### config.mk
export PLATFORM = sky130hd
export DESIGN_NAME = montgomery_select_sequencer
export DESIGN_NICKNAME = d
export VERILOG_FILES = /design/src/rtl/montgomery_pkg.sv /design/src/rtl/serial_adder_bit.sv /design/src/rtl/montgomery_select_sequencer.sv
export SDC_FILE = /design/constraint.sdc
export NUM_CORES = 1
export LEC_CHECK = 0
export CORE_MARGIN = 3
export CORE_UTILIZATION = 46
export CTS_CLUSTER_SIZE = 24
export DETAILED_ROUTE_END_ITERATION = 10
export PLACE_DENSITY = 0.77
export SLEW_MARGIN = 20
export SYNTH_ARGS = -nofsm -noshare
export SYNTH_HDL_FRONTEND = slang
export SYNTH_SLANG_ARGS = --single-unit
export TNS_END_PERCENT = 100
### constraint.sdc
create_clock -name clk -period 1.5 [get_ports clk]
set_input_delay 0.3 -clock clk [delete_from_list [all_inputs] [get_ports clk]]
set_output_delay 0.3 -clock clk [all_outputs]
set_load 0.01 [all_outputs]
### src/rtl/montgomery_pkg.sv
// Shared definitions for the Montgomery multiplier control path, datapath and PE array.
package montgomery_pkg;

    typedef enum logic [1:0] {
        IDLE    = 2'd0,
        PRECOMP = 2'd1,
        RUN     = 2'd2,
        DONE    = 2'd3
    } state_t;

    // Iteration counter must be able to hold the value WIDTH.
    function automatic int unsigned cnt_width(input int unsigned width);
        return $clog2(width + 1);
    endfunction

endpackage

### src/rtl/serial_adder_bit.sv
// One-bit full adder with a registered carry, used to build M+B serially.
module serial_adder_bit (
    input  logic clk,
    input  logic rst_n,
    input  logic clr,
    input  logic en,
    input  logic a,
    input  logic b,
    output logic sum,
    output logic cout
);

    logic carry_q;

    assign sum  = a ^ b ^ carry_q;
    assign cout = (a & b) | (carry_q & (a ^ b));

    always_ff @(posedge clk) begin
        if (!rst_n) begin
            carry_q <= 1'b0;
        end else if (clr) begin
            carry_q <= 1'b0;
        end else if (en) begin
            carry_q <= cout;
        end
    end

endmodule

### src/rtl/montgomery_select_sequencer.sv
// Sequencer for the bit-serial Montgomery PE array: precomputes M+B, then steps the
// (a_i, q_i) select pair for WIDTH iterations.
module montgomery_select_sequencer
    import montgomery_pkg::*;
#(
    parameter int unsigned WIDTH = 8
) (
    input  logic             clk,
    input  logic             rst_n,
    input  logic             start,
    input  logic [WIDTH-1:0] a_in,
    input  logic [WIDTH-1:0] b_in,
    input  logic [WIDTH-1:0] m_in,
    input  logic             s0,
    output logic             step_en,
    output logic             ai,
    output logic             qi,
    output logic [WIDTH:0]   mb,
    output logic             busy,
    output logic             done
);

    localparam int unsigned CntW = cnt_width(WIDTH);
    localparam logic [CntW-1:0] Last = CntW'(WIDTH - 1);

    state_t           state_q, state_d;
    logic [WIDTH-1:0] a_q;
    logic [WIDTH-1:0] m_sh_q;
    logic [WIDTH-1:0] b_sh_q;
    logic             b_lsb_q;
    logic [WIDTH:0]   mb_q;
    logic [CntW-1:0]  cnt_q;

    logic accept;
    logic last;
    logic precomp;
    logic add_sum;
    logic add_cout;

    assign accept  = (state_q == IDLE) && start;
    assign last    = (cnt_q == Last);
    assign precomp = (state_q == PRECOMP);

    serial_adder_bit u_adder (
        .clk   (clk),
        .rst_n (rst_n),
        .clr   (accept),
        .en    (precomp),
        .a     (m_sh_q[0]),
        .b     (b_sh_q[0]),
        .sum   (add_sum),
        .cout  (add_cout)
    );

    always_comb begin
        state_d = state_q;
        unique case (state_q)
            IDLE:    if (start) state_d = PRECOMP;
            PRECOMP: if (last) state_d = RUN;
            RUN:     if (last) state_d = DONE;
            DONE:    state_d = IDLE;
            default: state_d = IDLE;
        endcase
    end

    always_ff @(posedge clk) begin
        if (!rst_n) begin
            state_q <= IDLE;
            a_q     <= '0;
            m_sh_q  <= '0;
            b_sh_q  <= '0;
            b_lsb_q <= 1'b0;
            mb_q    <= '0;
            cnt_q   <= '0;
        end else begin
            state_q <= state_d;
            unique case (state_q)
                IDLE: begin
                    if (start) begin
                        a_q     <= a_in;
                        m_sh_q  <= m_in;
                        b_sh_q  <= b_in;
                        b_lsb_q <= b_in[0];
                        mb_q    <= '0;
                        cnt_q   <= '0;
                    end
                end
                PRECOMP: begin
                    m_sh_q <= m_sh_q >> 1;
                    b_sh_q <= b_sh_q >> 1;
                    // Sum bits enter at the top; the final edge lands bit k at mb[k].
                    if (last) begin
                        mb_q  <= {add_cout, add_sum, mb_q[WIDTH:2]};
                        cnt_q <= '0;
                    end else begin
                        mb_q  <= {add_sum, mb_q[WIDTH:1]};
                        cnt_q <= cnt_q + CntW'(1);
                    end
                end
                RUN: begin
                    a_q   <= a_q >> 1;
                    cnt_q <= cnt_q + CntW'(1);
                end
                default: begin
                end
            endcase
        end
    end

    // qi stays combinational so the s0 -> qi -> mux -> S loop closes in one cycle.
    assign step_en = (state_q == RUN);
    assign ai      = step_en & a_q[0];
    assign qi      = step_en & (s0 ^ (a_q[0] & b_lsb_q));
    assign mb      = mb_q;
    assign busy    = (state_q != IDLE);
    assign done    = (state_q == DONE);

endmodule

==> summary.log, run 1 <==
INFO  finish         syn_to_layout_area_delta=43.6%
INFO  placement      port-buffer-count=41
INFO  power          leakagePower=1.22nW
INFO  drt            routed-via-count=1982
INFO  setup_path     timing.setup.critical_path_class=reg -> reg
INFO  timing         fin_worst_hold_slack=0.470ns
INFO  finish         finish.instance_area=3110um2
INFO  clocking       clk-insertion-delay-late=0.30ns
INFO  min_path       worst_hold_path.num_cells=2
INFO  global_route   track_usage=0.184
INFO  timing         final.setup_skew=0.00260ns
INFO  timing         worst-slew-pin-transition=0.443ns
INFO  clocking       cts_num_sinks=41
INFO  setup_path     worst_setup_path_end_kind=register
INFO  setup_path     critical_path.startpoint=state_q[0]
INFO  logic_synthesis syn-mean-instance-area=9.70um2
INFO  setup_path     crit_fanout=6
INFO  logic_synthesis synth_enable_flop_cells=0
INFO  drt            drt-wirelength-per-cell=16.6um
INFO  clocking       clkTransAtPathRegs=0.08ns
INFO  timing         maxSlewHeadroom=0.704
INFO  finish         post_route_cells_drive_above_1_share=0.349
INFO  timing         maxSlewViolCount=0
INFO  floorplanning  die_width=74.6um
INFO  logic_synthesis yosysWarningCount=0
INFO  clocking       root_buffer=sky130_fd_sc_hd__clkbuf_8
INFO  logic_synthesis syn-num-nets=258
INFO  floorplanning  floorplan.die_area=5560um2
INFO  logic_synthesis synthFlopType=sky130_fd_sc_hd__dfxtp_1
INFO  power          vdd.ir_drop.worst=1.55mV
INFO  clocking       cts_buffers=5
INFO  logic_synthesis post_synth_inst_count=223
INFO  setup_path     timing.reg2reg.setup_slack=-0.03ns
INFO  drt            drt-total-wl=5650um
INFO  timing         final.setup.worst_slack=-0.0266ns
INFO  timing         grt_setup_unrepaired=yes
INFO  setup_path     worstSetupStartpointType=register
INFO  setup_path     reg2regPathDepth=7
INFO  logic_synthesis yosysTopAreaCellShare=0.379
INFO  drt            initialDrtViolationCount=166
INFO  floorplanning  floorplan.initialDensity=0.487
INFO  drt            final_antenna_net_count=0
INFO  floorplanning  area_of_the_core=4440um2
INFO  timing         finalWorstPathRequiredPeriod=1.53ns
INFO  placement      dp_hpwl=2960um
INFO  floorplanning  num_rows=24
INFO  min_path       hold_path.startpoint=mb[0]
INFO  logic_synthesis synth_area_leaders=sky130_fd_sc_hd__dfxtp_1, sky130_fd_sc_hd__mux2i_1, sky130_fd_sc_hd__a211oi_2
INFO  setup_path     rr_endpoint=state_q[0]
INFO  setup_path     required=1.71ns
INFO  finish         fillers=335
INFO  placement      gp_routability_congestion=0.762
INFO  run            timing.max_cap.violations=0
INFO  logic_synthesis yosys_register_bits=41
INFO  global_route   grt-ovfl-total=0
INFO  logic_synthesis async_reset_ff_frac=0
INFO  clocking       ctsLongestPathBuffers=2
INFO  power          power_dens_cells=1930nW/um2
INFO  timing         post-route-period-util=1.02
INFO  finish         diodes=0
INFO  clocking       htree_num_levels=2
INFO  placement      detailed_place.area=2670um2
INFO  min_path       end_point_of_the_most_critical_hold_path=mb[0]
INFO  drt            initial_drt_pass_iterations=4
INFO  run_status     outcome=complete, but fails checks
INFO  global_route   grt_first_pass_wirelength=7920um
INFO  logic_synthesis synth_seq_area_share=0.379
INFO  floorplanning  ioPinCount=42
INFO  timing         timing.fmax=0.655GHz
INFO  timing         hold_viol_final=0
INFO  global_route   grt_antenna_before_repair=0
INFO  logic_synthesis synth.distinct_cells=38
INFO  finish         finalNetCount=323
INFO  timing         setup_viol=8
INFO  drt            post-route-drc-count=0
INFO  drt            routed_via_density=5.81
INFO  setup_path     worstPathArrival=1.73ns
INFO  clocking       cts_tree=yes
INFO  min_path       holdCritPathClass=reg -> reg
INFO  logic_synthesis syn-cell-area=2160um2
INFO  global_route   grt_start_max_net_pins=37
INFO  floorplanning  fp.dieH=74.6um
INFO  run_status     violated_checks=negative setup slack
INFO  global_route   grt_pass1_vias=1709
INFO  logic_synthesis top_cell_type_by_total_area_after_synthesis=sky130_fd_sc_hd__dfxtp_1
INFO  setup_path     r2r_start=state_q[0]
[where the power goes]
part           leakage [nW]  switching, mW  total [mW]  internal (mW)
Combinational         0.822           1.73        3.46           1.73
Clock                0.0585          0.398       0.941          0.543
Sequential            0.337          0.204        1.59           1.39
[worst max path at each step]
stage / to / slack (ns) / depth (start not counted)
finish: state_q[0] / -0.03 / 7
CTS: done / 0.002 / 3
global route: mb[5] / -0.09 / 8
detailed placement: qi / -0.34 / 4
global placement: qi / -0.34 / 4
floorplan: m_sh_q[1] / -0.003 / 7
[kinds of logic (layout without fill, tap and decap cells)]
logic type               count (synthesis)  count (layout)  share of synthesized area
AO/OA/AOI/OAI                           42              42                      0.173
adder cells (fa/ha/maj)                  7               7                     0.0440
XOR/XNOR                                 2               2                    0.00810
flip-flops                              41              41                      0.379
multiplexers                            28              36                      0.134
AND/OR/NAND/NOR                         80              80                      0.187
buffers and inverters                   23              81                     0.0746
[cell usage in the layout (no fill, tap or decap), types with 2 or more instances in the layout]
cell type,netlist,layout
sky130_fd_sc_hd__a211oi_1,7,3
sky130_fd_sc_hd__a211oi_2,15,19
sky130_fd_sc_hd__a21oi_2,0,2
sky130_fd_sc_hd__a22oi_2,0,2
sky130_fd_sc_hd__a31oi_1,8,8
sky130_fd_sc_hd__and2_1,2,2
sky130_fd_sc_hd__and3b_2,1,2
sky130_fd_sc_hd__buf_12,0,2
sky130_fd_sc_hd__buf_2,6,3
sky130_fd_sc_hd__buf_4,2,19
sky130_fd_sc_hd__buf_6,5,4
sky130_fd_sc_hd__clkbuf_8,0,6
sky130_fd_sc_hd__clkdlybuf4s50_1,0,27
sky130_fd_sc_hd__dfxtp_1,41,38
sky130_fd_sc_hd__dfxtp_2,0,3
sky130_fd_sc_hd__dlygate4sd2_1,0,9
sky130_fd_sc_hd__ha_1,6,3
sky130_fd_sc_hd__ha_4,0,3
sky130_fd_sc_hd__inv_1,5,3
sky130_fd_sc_hd__inv_2,0,2
sky130_fd_sc_hd__mux2_4,2,9
sky130_fd_sc_hd__mux2i_1,26,24
sky130_fd_sc_hd__nand2_1,17,16
sky130_fd_sc_hd__nand2b_1,2,2
sky130_fd_sc_hd__nand3_1,5,4
sky130_fd_sc_hd__nand4_1,17,17
sky130_fd_sc_hd__nand4b_1,2,2
sky130_fd_sc_hd__nor2_1,28,15
sky130_fd_sc_hd__nor2_2,0,12
sky130_fd_sc_hd__o21ai_1,0,2
[routing by layer]
layer | GRT usage | wire length (um) | share of wire | vias up
met1 | 0.246 | 2420 | 0.43 | 948
met3 | 0.0446 | 318 | 0.056 | 9
met2 | 0.293 | 2840 | 0.50 | 76
li1 | - | - | - | 949
met4 | 0.0613 | 65 | 0.012 | 0
met5 | 0 | 0 | 0 | -
[flip-flops by register name (all words and copies together) (netlist names)]
register         cells
a_q                  8
b_lsb_q              1
b_sh_q               8
cnt_q                4
m_sh_q               8
mb                   9
state_q              2
u_adder.carry_q      1
[per-stage QoR]
stage                util  worst slack (ns)  total power [mW]  instances  TNS [ns]
floorplan               -          -0.00333              3.45        223   -0.0167
global placement    0.601            -0.337              3.90        320     -5.12
detailed placement  0.601            -0.340              3.95        320     -6.49
CTS                 0.653           0.00202              5.29        334         0
global route        0.699           -0.0936              6.34        341     -1.44
finish              0.699           -0.0266              5.99        341   -0.0979
[layout make-up]
cell class,instances,area [um2],area share
clock inverter,1,30.0,0.00967
timing repair buffer,67,624,0.201
multi-input combinational,167,1450,0.468
clock buffer,7,86.3,0.0278
sequential,41,825,0.265
inverter,6,22.5,0.00725
tap,52,65.1,0.0209
[timing repair]
| item | CTS | global route |
|---|---|---|
| buffers inserted | 3 | 1 |
| gates resized for setup | 42 | 36 |
| pin swaps | 1 | 3 |
| cloned | 3 | 6 |
| endpoints found under the setup margin | 51 | 43 |
| hold buffers | 0 | 0 |
[worst max-delay path, cell delays in order (launching register included)]
cell	delay (ns)
sky130_fd_sc_hd__dfxtp_2	0.33
sky130_fd_sc_hd__inv_2	0.07
sky130_fd_sc_hd__buf_6	0.11
sky130_fd_sc_hd__ha_4	0.18
sky130_fd_sc_hd__buf_8	0.14
sky130_fd_sc_hd__or2b_4	0.29
sky130_fd_sc_hd__o211a_1	0.13
sky130_fd_sc_hd__a211oi_2	0.18
[Yosys cell counts (3+ instances only)]
library cell               instances
sky130_fd_sc_hd__a211oi_1          7
sky130_fd_sc_hd__a211oi_2         15
sky130_fd_sc_hd__a21oi_1           3
sky130_fd_sc_hd__a31oi_1           8
sky130_fd_sc_hd__buf_2             6
sky130_fd_sc_hd__buf_6             5
sky130_fd_sc_hd__dfxtp_1          41
sky130_fd_sc_hd__ha_1              6
sky130_fd_sc_hd__inv_1             5
sky130_fd_sc_hd__mux2i_1          26
sky130_fd_sc_hd__nand2_1          17
sky130_fd_sc_hd__nand3_1           5
sky130_fd_sc_hd__nand4_1          17
sky130_fd_sc_hd__nor2_1           28
sky130_fd_sc_hd__o21ai_0           3
Power figures use the tool's default switching activity.
==> run 2, diff against run 1 <==
- CORE_UTILIZATION: 46 -> 45
- SETUP_SLACK_MARGIN: not set -> 0.4
- SYNTH_HIERARCHICAL: not set -> 1
==> run 2 against run 1 <==
The run still ends with negative setup slack left. Clock skew grew 0.0042 ns. Wire length is 3.8% lower. Largest power group unchanged. Sequential power rose by 5%. Largest cell class unchanged. Global-route usage increased by 1.5 points. Via count down 6.7%.
==> summary.log, run 2 <==
INFO  logic_synthesis yosysTopAreaCellShare=0.411
INFO  global_route   grt_antenna_before_repair=0
INFO  logic_synthesis post_synth_inst_count=210
INFO  timing         final.setup.worst_slack=-0.00826ns
INFO  global_route   grt_start_max_net_pins=19
INFO  logic_synthesis yosysWarningCount=6
INFO  finish         multi_input_area=1300um2
INFO  setup_path     worstPathCellList=inv_4 -> ha_4 -> nand2_1 -> or4_1 -> a21boi_1
INFO  logic_synthesis synth_area_leaders=sky130_fd_sc_hd__dfxtp_1, sky130_fd_sc_hd__mux2i_1, sky130_fd_sc_hd__o211a_1
INFO  timing         timing.fmax=0.663GHz
INFO  global_route   grt-ovfl-total=0
INFO  logic_synthesis syn-num-nets=245
INFO  power          pwr-share-clk=0.143
INFO  power          internal_power=3.63mW
INFO  min_path       hold_path.startpoint=mb[0]
INFO  finish         final-seq-area=852um2
INFO  finish         diodes=0
INFO  logic_synthesis synth.distinct_cells=32
INFO  setup_path     critical_path_buf_inv_count=1
INFO  run_status     violated_checks=negative setup slack
INFO  timing         finalWorstPathRequiredPeriod=1.51ns
INFO  setup_path     crit_cells=5
INFO  power          total_switching_power=2.29mW
INFO  clocking       clk-insertion-delay-late=0.30ns
INFO  finish         layout.cells.most_common=sky130_fd_sc_hd__nand2_1
INFO  setup_path     worst_setup_path_end_kind=register
INFO  setup_path     crit_end=cnt_q[2]
INFO  min_path       holdCritPathClass=reg -> reg
INFO  logic_synthesis synth_seq_area_share=0.411
INFO  logic_synthesis syn-mean-instance-area=9.52um2
INFO  setup_path     critical_path.startpoint=state_q[1]
INFO  drt            initial_drt_pass_iterations=4
INFO  clocking       cts_tree=yes
INFO  logic_synthesis synth.cells.most_frequent=sky130_fd_sc_hd__dfxtp_1, sky130_fd_sc_hd__nand2_1, sky130_fd_sc_hd__mux2i_1
INFO  setup_path     critical_path.top_delay_family=simple AND/OR/NAND/NOR gates
INFO  global_route   grt_first_pass_wirelength=8130um
INFO  setup_path     critical-path-slowest-cell=sky130_fd_sc_hd__or4_1
INFO  drt            highest_signal_layer=met4
INFO  run            timing.max_cap.violations=0
INFO  finish         post_route_cells_drive_above_1_share=0.410
INFO  drt            final_antenna_net_count=0
INFO  floorplanning  num_rows=23
INFO  timing         worst-slew-pin-transition=0.346ns
INFO  power          power_switching_share=0.387
INFO  logic_synthesis syn-cell-area=2000um2
INFO  clocking       root_buffer=sky130_fd_sc_hd__clkbuf_8
INFO  logic_synthesis top_cell_type_by_total_area_after_synthesis=sky130_fd_sc_hd__dfxtp_1
INFO  drt            post-route-drc-count=0
INFO  setup_path     reg2regPathDepth=5
INFO  timing         final.setup_skew=0.00678ns
INFO  finish         finalNetCount=322
INFO  clocking       cts_buffers=5
INFO  floorplanning  die_width=72.7um
INFO  drt            initialDrtViolationCount=63
INFO  global_route   grt_pass1_vias=1764
INFO  setup_path     worstPathArrival=1.74ns
INFO  power          power_dens_cells=1890nW/um2
INFO  clocking       ctsLongestPathBuffers=2
INFO  placement      placement_setup_slack=-0.369ns
INFO  logic_synthesis yosys.cell_count.top_type=sky130_fd_sc_hd__dfxtp_1
INFO  power          power_frac_comb=0.574
INFO  logic_synthesis synth_enable_flop_cells=0
INFO  timing         grt_setup_unrepaired=yes
INFO  floorplanning  area_of_the_core=4140um2
INFO  drt            met2_length=2850um
INFO  timing         hold_viol_final=0
INFO  setup_path     timing.reg2reg.setup_slack=-0.008ns
INFO  power          power_frac_seq=0.283
INFO  drt            met1Wirelength=2270um
INFO  logic_synthesis async_reset_ff_frac=0
INFO  setup_path     r2r_start=state_q[1]
INFO  setup_path     worstSetupStartpointType=register
INFO  placement      dp_hpwl=3160um
INFO  setup_path     max_stage_delay=0.52ns
INFO  timing         fin_worst_hold_slack=0.460ns
INFO  timing         maxSlewHeadroom=0.769
INFO  timing         maxSlewViolCount=0
INFO  setup_path     timing.setup.critical_path_class=reg -> reg
INFO  setup_path     required=1.73ns
INFO  logic_synthesis synthFlopType=sky130_fd_sc_hd__dfxtp_1
INFO  placement      port-buffer-count=41
INFO  floorplanning  floorplan.initialDensity=0.482
INFO  global_route   track_usage=0.199
INFO  drt            met3_length=184um
INFO  drt            drt-total-wl=5430um
INFO  drt            drt-wirelength-per-cell=16.1um
INFO  floorplanning  ioPinCount=42
INFO  finish         syn_to_layout_area_delta=56.3%
INFO  power          leakagePower=1.42nW
INFO  clocking       clkTransAtPathRegs=0.09ns
INFO  timing         setup_viol=1
INFO  setup_path     rr_endpoint=cnt_q[2]
INFO  clocking       htree_num_levels=2
INFO  placement      gp_routability_congestion=0.785
INFO  logic_synthesis yosys_register_bits=41
INFO  finish         layout_common_cells=sky130_fd_sc_hd__nand2_1, sky130_fd_sc_hd__buf_4, sky130_fd_sc_hd__dfxtp_1, sky130_fd_sc_hd__clkdlybuf4s50_1, sky130_fd_sc_hd__mux2i_1
INFO  power          vdd.ir_drop.worst=1.00mV
INFO  floorplanning  fp.dieH=72.7um
INFO  timing         post-route-period-util=1.01
INFO  finish         fillers=286
INFO  finish         largest_reg_flops=9
INFO  clocking       cts_num_sinks=41
INFO  floorplanning  floorplan.die_area=5280um2
INFO  drt            routed-via-count=1849
INFO  drt            routed_via_density=5.47
INFO  setup_path     crit_fanout=4
INFO  run_status     outcome=complete, but fails checks
==> run 2: worst min path at each step <==
stage	cells past startpoint	slack [ns]	end
6_report	2	0.46	mb[0]
5_1_grt	2	0.48	b_lsb_q
4_1_cts	2	0.46	mb[0]
3_5_place_dp	2	0.45	mb[0]
3_3_place_gp	2	0.44	mb[0]
2_1_floorplan	2	0.44	b_lsb_q
==> run 2: area by class of cell <==
type / instances / share of cell area
clock inverter: 1 / 0.00280
sequential: 41 / 0.273
multi-input combinational: 150 / 0.416
inverter: 7 / 0.0108
tap: 50 / 0.0200
clock buffer: 7 / 0.0308
timing repair buffer: 82 / 0.247
==> run 2: power by group through the flow <==
stage | clock network [mW] | registers, mW | logic [mW]
floorplan | 0 | 1.65 | 1.89
detailed placement | 0 | 1.69 | 2.48
global route | 0.895 | 1.72 | 3.63
finish | 0.845 | 1.67 | 3.40
CTS | 0.847 | 1.67 | 2.87
global placement | 0 | 1.67 | 2.42
==> run 2: kinds of logic (layout without fill, tap and decap cells) <==
group,count (synthesis),count (layout),synth area share
DFF,41,41,0.411
adders and majority gates,7,7,0.0476
muxes,23,23,0.115
and+or+nand+nor,61,64,0.145
xor gates and xnor gates,2,2,0.00876
buffers and inverters,22,97,0.0519
AOI/OAI and AO/OA,54,54,0.222
==> run 2: per-layer routing <==
layer,global-route usage,vias to the layer above
met4,0.0922,0
li1,-,904
met3,0.0482,9
met2,0.342,44
met1,0.233,892
met5,0,-
==> run 2: worst reg2reg max path: stages (launching register included) <==
cell	delay [ns]
sky130_fd_sc_hd__dfxtp_4	0.40
sky130_fd_sc_hd__inv_4	0.06
sky130_fd_sc_hd__ha_4	0.26
sky130_fd_sc_hd__nand2_1	0.04
sky130_fd_sc_hd__or4_1	0.52
sky130_fd_sc_hd__a21boi_1	0.16
==> run 2: metrics by stage <==
step                instances  cell area (um2)  TNS (ns)  total power [mW]  utilization
floorplan                 210             2130         0              3.54            -
global placement          308             2650     -6.22              4.09        0.639
detailed placement        308             2650     -7.11              4.16        0.639
CTS                       326             2860         0              5.38        0.689
global route              338             3130    -0.160              6.24        0.754
finish                    338             3130  -0.00826              5.92        0.754
==> run 2: timing repair <==
| item | 4_1_cts | 5_1_grt |
|---|---|---|
| gates cloned | 2 | 4 |
| hold buffers | 0 | 0 |
| setup endpoints to repair | 55 | 50 |
| gates resized for setup | 72 | 58 |
| buffers inserted | 8 | 8 |
| pin swaps | 7 | 24 |
==> run 3, diff against run 2 <==
- CORE_ASPECT_RATIO: not set -> 1.4
==> run 3 against run 2 <==
The flow still finishes with violations (negative setup slack). Non-clock buffer count is 1 higher. Sequential cell count did not move. Worst setup slack lost 0.060 ns. Register-to-register slack got worse by 0.06 ns. Combinational power is 4% higher. First-iteration DRC count grew 35%. Sequential power is essentially flat. Power grew 4.2%. Critical path depth rose by 2. Clock skew up 0.0031 ns. Via count grew 1.7%. Clock-buffer cell count shrank 1. Critical endpoint is now cnt_q[3].
==> summary.log, run 3 (synthesized netlist as in run 2, its figures left out) <==
INFO  drt            initialDrtViolationCount=85
INFO  finish         diodes=0
INFO  setup_path     rr_endpoint=cnt_q[3]
INFO  setup_path     reg2regPathDepth=7
INFO  timing         fin_worst_hold_slack=0.455ns
INFO  timing         worst-slew-pin-transition=0.276ns
INFO  clocking       ctsLongestPathBuffers=2
INFO  finish         syn_to_layout_area_delta=57.2%
INFO  floorplanning  floorplan.initialDensity=0.472
INFO  clocking       root_buffer=sky130_fd_sc_hd__clkbuf_8
INFO  power          totalPowerFinal=6.17mW
INFO  setup_path     worstSetupStartpointType=register
INFO  finish         finalNetCount=323
INFO  drt            met3_length=160um
INFO  floorplanning  fp.dieH=84.9um
INFO  finish         fillers=288
INFO  clocking       cts_num_sinks=41
INFO  global_route   grt_first_pass_wirelength=8710um
INFO  drt            routed-via-count=1880
INFO  timing         timing.fmax=0.638GHz
INFO  floorplanning  die_width=62.3um
INFO  timing         setup_viol=3
INFO  drt            met2_length=3160um
INFO  run_status     violated_checks=negative setup slack
INFO  timing         finalWorstPathRequiredPeriod=1.57ns
INFO  finish         finish.instance_area=3140um2
INFO  setup_path     required=1.72ns
INFO  finish         layout_common_cells=sky130_fd_sc_hd__buf_4, sky130_fd_sc_hd__dfxtp_1, sky130_fd_sc_hd__nand2_1, sky130_fd_sc_hd__clkdlybuf4s50_1
INFO  placement      dp_hpwl=2950um
INFO  global_route   grt_pass1_vias=1903
INFO  drt            initial_drt_pass_iterations=5
INFO  global_route   track_usage=0.206
INFO  setup_path     worst_setup_path_end_kind=register
INFO  placement      detailed_place.area=2640um2
INFO  floorplanning  ioPinCount=42
INFO  setup_path     worstPathCellList=buf_4 -> ha_4 -> nor2_4 -> buf_6 -> nor3_1 -> o21ai_2 -> o22ai_1
INFO  timing         hold_viol_final=0
INFO  finish         postLayoutCoreUtil=0.741
INFO  min_path       worst_hold_path.num_cells=2
INFO  clocking       htree_num_levels=2
INFO  timing         post-route-period-util=1.05
INFO  setup_path     crit_fanout=7
INFO  run_status     outcome=complete, but fails checks
INFO  placement      dp.cells=316
INFO  floorplanning  area_of_the_core=4240um2
INFO  clocking       cts_tree=yes
INFO  finish         layout.cells.most_common=sky130_fd_sc_hd__buf_4
INFO  placement      gp_routability_congestion=0.726
INFO  drt            final_antenna_net_count=0
INFO  timing         maxSlewViolCount=0
INFO  setup_path     critical-path-slowest-cell=sky130_fd_sc_hd__dfxtp_4
INFO  global_route   grt-ovfl-total=0
INFO  setup_path     worstPathArrival=1.79ns
INFO  drt            highest_signal_layer=met4
INFO  setup_path     r2r_start=state_q[0]
INFO  timing         maxSlewHeadroom=0.810
INFO  setup_path     timing.setup.critical_path_class=reg -> reg
INFO  placement      port-buffer-count=41
INFO  drt            post-route-drc-count=0
INFO  drt            drt-wirelength-per-cell=16.1um
INFO  min_path       end_point_of_the_most_critical_hold_path=mb[0]
INFO  global_route   grt_antenna_before_repair=0
INFO  finish         final_cells=349
INFO  drt            met1Wirelength=2170um
INFO  finish         post_route_cells_drive_above_1_share=0.426
INFO  floorplanning  floorplan.die_area=5290um2
INFO  power          leakagePower=1.44nW
INFO  min_path       holdCritPathClass=reg -> reg
INFO  power          power_dens_cells=1960nW/um2
INFO  finish         largest_reg_flops=9
INFO  power          vdd.ir_drop.worst=1.20mV
INFO  clocking       clk-insertion-delay-late=0.30ns
INFO  floorplanning  num_rows=28
INFO  run            timing.max_cap.violations=0
INFO  clocking       clkTransAtPathRegs=0.09ns
INFO  timing         final.setup_skew=0.00993ns
INFO  drt            drt-total-wl=5620um
INFO  timing         final.setup.worst_slack=-0.0685ns
INFO  setup_path     critical_path.startpoint=state_q[0]
INFO  global_route   grt_start_max_net_pins=31
INFO  min_path       hold_path.startpoint=mb[0]
INFO  finish         multi_input_area=1310um2
INFO  finish         final-seq-area=843um2
INFO  setup_path     max_stage_delay=0.37ns
INFO  clocking       cts_buffers=5
INFO  drt            routed_via_density=5.39
INFO  timing         grt_setup_unrepaired=yes
INFO  setup_path     timing.reg2reg.setup_slack=-0.07ns
-- run 3: layer usage --
layer	track usage	up-vias
met2	0.371	43
met4	0.104	0
li1	-	908
met3	0.0530	13
met5	0	-
met1	0.224	916
-- run 3: how the worst max path moves through the flow --
stage,depth (start not counted),end
floorplan,6,cnt_q[2]
global placement,4,qi
detailed placement,4,qi
CTS,4,qi
global route,7,cnt_q[3]
finish,7,cnt_q[3]
-- run 3: worst max-delay path, delay by kind of cell, from the launching register on --
kind	cells	cell delay, ns
AOI/OAI and AO/OA	2	0.33
adders and majority gates	1	0.22
buffers and inverters	2	0.24
DFF	1	0.37
and+or+nand+nor	2	0.33
-- run 3: area by class of cell --
cell class | count | share of cell area
sequential | 41 | 0.268
inverter | 7 | 0.00995
clock inverter | 2 | 0.0115
multi-input combinational | 150 | 0.418
clock buffer | 6 | 0.0263
timing repair buffer | 83 | 0.242
tap | 60 | 0.0239
-- run 3: per-stage QoR --
step	setup TNS [ns]	setup WS (ns)
5_1_grt	-0.853	-0.117
6_report	-0.150	-0.0685
4_1_cts	0	0.0321
3_3_place_gp	-6.76	-0.350
2_1_floorplan	0	0.0879
3_5_place_dp	-7.25	-0.372
-- run 3: where the power goes --
| group | internal, mW | total, mW | leakage [nW] | switching [mW] |
|---|---|---|---|---|
| registers | 1.46 | 1.68 | 0.344 | 0.222 |
| logic | 1.81 | 3.55 | 1.03 | 1.74 |
| clock network | 0.543 | 0.944 | 0.0617 | 0.401 |
| total | 3.81 | 6.17 | 1.44 | 2.36 |
-- run 3: timing repair --
item | 4_1_cts | 5_1_grt
pin swaps | 21 | 5
endpoints found under the setup margin | 55 | 46
cloned | 4 | 1
setup buffers | 17 | 3
hold buffers | 0 | 0
gates resized for setup | 102 | 24
